<file path="config.mk">
export PLATFORM = sky130hd
export DESIGN_NAME = hx8352_bus_writer
export DESIGN_NICKNAME = d
export VERILOG_FILES = /design/src/rtl/hx8352_pkg.sv /design/src/rtl/hx8352_bus_writer_us_tick.sv /design/src/rtl/hx8352_bus_writer.sv
export SDC_FILE = /design/constraint.sdc
export NUM_CORES = 1
export LEC_CHECK = 0
export ABC_CLOCK_PERIOD_IN_PS = 3100
export CAP_MARGIN = 40
export CORE_ASPECT_RATIO = 1.1
export CORE_MARGIN = 2
export CORE_UTILIZATION = 35
export CTS_CLUSTER_SIZE = 8
export DETAILED_ROUTE_END_ITERATION = 6
export SETUP_SLACK_MARGIN = 0.2
export SLEW_MARGIN = 20
export SYNTH_ARGS = -nofsm -noshare
export SYNTH_HDL_FRONTEND = slang
export SYNTH_HIERARCHICAL = 1
export SYNTH_SLANG_ARGS = --single-unit
</file>
<file path="constraint.sdc">
create_clock -name clk -period 3.1 [get_ports clk]
set_clock_uncertainty 0.05 [all_clocks]
set_input_delay 0.465 -clock clk [delete_from_list [all_inputs] [get_ports clk]]
set_output_delay 0.465 -clock clk [all_outputs]
set_load 0.02 [all_outputs]
</file>
<file path="src/rtl/hx8352_pkg.sv">
// Shared definitions for the HX8352 bus writer: pin encodings, FSM states, default timing.
// No logic; latency and backpressure are defined by the modules that import it.
package hx8352_pkg;

    localparam logic LCD_CMD  = 1'b0;
    localparam logic LCD_DATA = 1'b1;

    localparam int DEF_CLKS_PER_US = 50;
    localparam int DEF_SETUP_CYC   = 1;
    localparam int DEF_WR_LOW_CYC  = 3;
    localparam int DEF_WR_HIGH_CYC = 3;

    typedef enum logic [2:0] {
        ST_IDLE,
        ST_SETUP,
        ST_WR_LOW,
        ST_WR_HIGH,
        ST_DELAY
    } bw_state_t;

    function automatic int max3(input int a, input int b, input int c);
        int m;
        m = (a > b) ? a : b;
        return (m > c) ? m : c;
    endfunction

endpackage

</file>
<file path="src/rtl/hx8352_bus_writer_us_tick.sv">
// Microsecond prescaler: tick is high for one cycle every CLKS_PER_US cycles.
// Tick follows the registered count combinationally; clear restarts the period, no backpressure.
module hx8352_us_tick #(
    parameter int CLKS_PER_US = 50
) (
    input  logic clk,
    input  logic rst,
    input  logic clear,
    output logic tick
);

    localparam int CNT_W = (CLKS_PER_US > 1) ? $clog2(CLKS_PER_US) : 1;
    localparam logic [CNT_W-1:0] LAST = CNT_W'(CLKS_PER_US - 1);

    logic [CNT_W-1:0] cnt;

    always_ff @(posedge clk or posedge rst) begin
        if (rst) begin
            cnt <= '0;
        end else if (clear || cnt == LAST) begin
            cnt <= '0;
        end else begin
            cnt <= cnt + CNT_W'(1);
        end
    end

    assign tick = (cnt == LAST);

endmodule

</file>
<file path="src/rtl/hx8352_bus_writer.sv">
// 8080-style 16-bit write cycles and microsecond waits for the HX8352; SETUP+WR_LOW+WR_HIGH cycles per write.
// No queuing: requests arriving while busy (or a delay colliding with a write) are dropped and flagged.
module hx8352_bus_writer
    import hx8352_pkg::*;
#(
    parameter int CLKS_PER_US = DEF_CLKS_PER_US,
    parameter int SETUP_CYC   = DEF_SETUP_CYC,
    parameter int WR_LOW_CYC  = DEF_WR_LOW_CYC,
    parameter int WR_HIGH_CYC = DEF_WR_HIGH_CYC
) (
    input  logic        clk,
    input  logic        rst,
    input  logic        bus_step,
    input  logic        command_or_data,
    input  logic [15:0] data_to_write,
    input  logic        delay_step,
    input  logic [15:0] delay_value,
    output logic        busy,
    output logic        bus_done,
    output logic        delay_done,
    output logic        req_dropped,
    output logic        lcd_rs,
    output logic        lcd_wr_n,
    output logic        lcd_rd_n,
    output logic [15:0] lcd_db
);

    localparam int PH_MAX = max3(SETUP_CYC, WR_LOW_CYC, WR_HIGH_CYC);
    localparam int PH_W   = (PH_MAX > 1) ? $clog2(PH_MAX) : 1;

    bw_state_t   state, state_nxt;
    logic [PH_W-1:0] ph_cnt, ph_nxt;
    logic [15:0] us_cnt, us_nxt;
    logic [15:0] db_nxt;
    logic        rs_nxt, wr_n_nxt, busy_nxt, bus_done_nxt, delay_done_nxt, drop_nxt;
    logic        presc_clear, us_tick;

    hx8352_us_tick #(
        .CLKS_PER_US(CLKS_PER_US)
    ) u_us_tick (
        .clk  (clk),
        .rst  (rst),
        .clear(presc_clear),
        .tick (us_tick)
    );

    always_ff @(posedge clk or posedge rst) begin
        if (rst) begin
            state       <= ST_IDLE;
            ph_cnt      <= '0;
            us_cnt      <= '0;
            lcd_db      <= '0;
            lcd_rs      <= LCD_CMD;
            lcd_wr_n    <= 1'b1;
            lcd_rd_n    <= 1'b1;
            busy        <= 1'b0;
            bus_done    <= 1'b0;
            delay_done  <= 1'b0;
            req_dropped <= 1'b0;
        end else begin
            state       <= state_nxt;
            ph_cnt      <= ph_nxt;
            us_cnt      <= us_nxt;
            lcd_db      <= db_nxt;
            lcd_rs      <= rs_nxt;
            lcd_wr_n    <= wr_n_nxt;
            lcd_rd_n    <= 1'b1;
            busy        <= busy_nxt;
            bus_done    <= bus_done_nxt;
            delay_done  <= delay_done_nxt;
            req_dropped <= drop_nxt;
        end
    end

    always_comb begin
        state_nxt      = state;
        ph_nxt         = ph_cnt;
        us_nxt         = us_cnt;
        db_nxt         = lcd_db;
        rs_nxt         = lcd_rs;
        wr_n_nxt       = 1'b1;
        busy_nxt       = busy;
        bus_done_nxt   = 1'b0;
        delay_done_nxt = 1'b0;
        drop_nxt       = req_dropped;
        presc_clear    = 1'b0;

        case (state)
            ST_IDLE: begin
                if (bus_step) begin
                    state_nxt = ST_SETUP;
                    ph_nxt    = PH_W'(SETUP_CYC - 1);
                    db_nxt    = data_to_write;
                    rs_nxt    = command_or_data;
                    busy_nxt  = 1'b1;
                    if (delay_step) begin
                        drop_nxt = 1'b1;
                    end
                end else if (delay_step) begin
                    state_nxt   = ST_DELAY;
                    us_nxt      = delay_value;
                    busy_nxt    = 1'b1;
                    presc_clear = 1'b1;
                end
            end
            ST_SETUP: begin
                if (ph_cnt == '0) begin
                    state_nxt = ST_WR_LOW;
                    ph_nxt    = PH_W'(WR_LOW_CYC - 1);
                    wr_n_nxt  = 1'b0;
                end else begin
                    ph_nxt = ph_cnt - PH_W'(1);
                end
            end
            ST_WR_LOW: begin
                if (ph_cnt == '0) begin
                    state_nxt = ST_WR_HIGH;
                    ph_nxt    = PH_W'(WR_HIGH_CYC - 1);
                end else begin
                    ph_nxt   = ph_cnt - PH_W'(1);
                    wr_n_nxt = 1'b0;
                end
            end
            ST_WR_HIGH: begin
                if (ph_cnt == '0) begin
                    state_nxt    = ST_IDLE;
                    busy_nxt     = 1'b0;
                    bus_done_nxt = 1'b1;
                end else begin
                    ph_nxt = ph_cnt - PH_W'(1);
                end
            end
            ST_DELAY: begin
                // A zero-length delay finishes on the first cycle in DELAY.
                if (us_cnt == '0 || (us_tick && us_cnt == 16'd1)) begin
                    state_nxt      = ST_IDLE;
                    busy_nxt       = 1'b0;
                    delay_done_nxt = 1'b1;
                end else if (us_tick) begin
                    us_nxt = us_cnt - 16'd1;
                end
            end
            default: begin
                state_nxt = ST_IDLE;
                busy_nxt  = 1'b0;
            end
        endcase

        if (state != ST_IDLE && (bus_step || delay_step)) begin
            drop_nxt = 1'b1;
        end
    end

endmodule

</file>
==> flow_summary.ini <==
[die]
fp.dieH_um = 93.7
start_util = 0.364
rows = 32
die_width_um = 85.6
dieArea_sq_um = 8020
pin_count = 60
core_sq_um = 7050

[detailed_routing]
top_layer = met4
drt_pass1_iterations = 4
drtIter0Drc = 59
routed_wl_mm = 5.65
drtAntennaViolNets = 0
route.detailed.drc = 0
wl_met2_mm = 2.62
via_per_inst = 5.20
num_vias = 2058
wire_per_inst_um = 14.3
met3_length_um = 299
routedLengthMet1_mm = 2.66

[grt]
gr-total-overflow = 0
grt_max_degree = 26
grt_pass1_vias = 2019
antenna_found_initial = 0
grt.total_usage = 0.147
grt_pass1_wl_mm = 9.46

[logic_synthesis]
synth_ff_type = dfrtp_1
synth-seq-cells = 49
netlist_instances = 251
async_flop_share = 1.00
syn_nets = 295
synth-edff-count = 0
post_synth_num_cell_types = 50
syn-mean-instance-area_sq_um = 10.2
syn_area_sq_um = 2560
yosys_warnings = 6
synth_seq_area_share = 0.479

[worst_setup_path]
worst_path_max_delay_cell = or4_4
crit_fanout = 25
crit_buf_inv = 0
path_delay_family = simple AND/OR/NAND/NOR gates
worstPathCellList = or4_4 -> nor4b_4 -> a31o_4 -> nor2_1 -> o22a_2
critPathArrivalTime_ns = 2.41
crit_required_ns = 3.25
criticalPathCategory = flop to flop
critPathMaxStageDelay_ns = 0.58
cp-end-kind = flop
start_kind = flop

[final_layout]
syn_to_final_growth_pct = 31.6
finalNetCount = 354
antenna_cells = 0
drive_above_1_share = 0.177

[sta]
min_period_ns = 2.26
final_min_period_over_clock_period = 0.729
finalSetupViolCount = 0
max-slew-margin-rel = 0.654
hold_violations = 0
fin_ws_ns = 0.841
worstMarginPinSlew_ns = 0.514
drv_slew = 0
fmax_mhz = 443
grt_setup_unrepaired = no
fin_tns_setup_ns = 0

[run_status]
outcome = complete, no violations

[placement]
place.gp.congestion = 0.793
port_buffers = 58
hpwl_mm = 4.16
pre_cts_ws_ns = 0.752

[clock_tree]
path_clk_slew_ns = 0.09
post_cts_buffers = 0
hold_buffers = 0
cts.path.max_buffers = 2
cts.repair.resized = 0
cts_tree = done
cts_buffers = 5
root_buffer = clkbuf_8
clock-sinks = 49
clk_latency_ns = 0.30
cts_max_level = 2

[min_path]
min_path_type = input pin to asynchronous set/reset pin

[pwr]
irDropWorstVdd_v = 0.000520
p_per_area_nw_per_um2 = 901
power.leakage_uw = 0.00138

[run]
cap_viol_max_count = 0
==> synthesized netlist by cell type, types with 2 or more instances <==
master / n / share of area
o21ai_2: 8 / 0.027
or4_1: 2 / 0.0059
clkbuf_1: 9 / 0.013
mux2_2: 18 / 0.079
ha_1: 7 / 0.034
or2_2: 2 / 0.0049
o21ai_0: 18 / 0.035
a22oi_1: 5 / 0.015
inv_1: 8 / 0.012
o31ai_1: 2 / 0.0059
xor2_1: 3 / 0.010
nor2_1: 37 / 0.054
o21bai_1: 4 / 0.012
dfrtp_1: 48 / 0.47
nor3_1: 7 / 0.014
a21oi_1: 19 / 0.037
nor3b_1: 6 / 0.018
buf_4: 2 / 0.0059
nand2_1: 7 / 0.010
a31oi_1: 3 / 0.0073
nor4_1: 7 / 0.017
==> per-stage QoR <==
stage                util  cells  power (uW)  hold WS [ns]  area, sq um
CTS                 0.479    396        3080         0.359         3370
finish              0.479    396        3040         0.358         3370
global route        0.479    396        3270         0.378         3370
global placement    0.458    387        2540         0.412         3230
floorplan               -    251        2070         0.206         2560
detailed placement  0.462    388        2580         0.424         3250
==> sequential cells by signal (all words and copies together) (netlist names) <==
name           cells
state              3
ph_cnt             2
u_us_tick/cnt      6
bus_done           1
lcd_db            16
delay_done         1
lcd_wr_n           1
busy               1
lcd_rs             1
req_dropped        1
us_cnt            16
==> final timing paths <==
| check | from | end | slack [ns] | depth (start not counted) |
|---|---|---|---|---|
| worst max-delay path | us_cnt[9] | us_cnt[7] | 0.84 | 5 |
| worst min-delay path | rst | u_us_tick/cnt[5] | 0.36 | 2 |
| worst max register to register | us_cnt[9] | us_cnt[7] | 0.84 | 5 |
| worst min register to register | req_dropped | req_dropped | 0.44 | 1 |
| max in group asynchronous | rst | lcd_db[6] | 1.91 | 4 |
| min in group clk | req_dropped | req_dropped | 0.44 | 1 |
==> layout by cell type, fill, tap and decap left out, types with 3 or more instances in the layout <==
cell type / count
buf_4: 7
a22oi_1: 5
mux2_2: 18
dfrtp_1: 48
ha_1: 7
nor3b_1: 6
xor2_1: 3
nor2_1: 37
inv_1: 7
o21ai_0: 18
a31oi_1: 3
clkdlybuf4s50_1: 58
a21oi_1: 19
o21bai_1: 4
nor3_1: 7
clkbuf_8: 6
nor4_1: 7
o21ai_2: 8
nand2_1: 7
==> final cells by class <==
type                            count  area (sq um)
Clock buffer                        6          82.6
Multi-Input combinational cell    180          1230
Fill cell                         666          3670
Sequential cell                    49          1230
Clock inverter                      2          37.5
Tap cell                           85           106
Timing Repair Buffer               66           661
Inverter                            8          30.0
==> layer usage <==
metal / vias up / track usage
met5: - / 0
met4: 0 / 0.0622
met3: 6 / 0.0202
met2: 60 / 0.240
met1: 976 / 0.196
li1: 1016 / -
==> power by group <==
group          internal, uW  switching [uW]  total, uW
Sequential              937             266       1200
Clock                   263             220        483
Combinational           683             670       1350
==> kinds of logic (layout without fill, tap and decap cells) <==
group | Yosys count | count (layout) | synth area share
AOI/OAI and AO/OA | 69 | 69 | 0.177
muxes | 18 | 18 | 0.0791
adders and majority gates | 7 | 7 | 0.0342
DFF | 49 | 49 | 0.479
and+or+nand+nor | 81 | 81 | 0.171
other | 1 | 1 | 0.00146
buffers and inverters | 22 | 82 | 0.0449
xor gates and xnor gates | 4 | 4 | 0.0137
No activity file was read; power rests on OpenSTA's default activity.
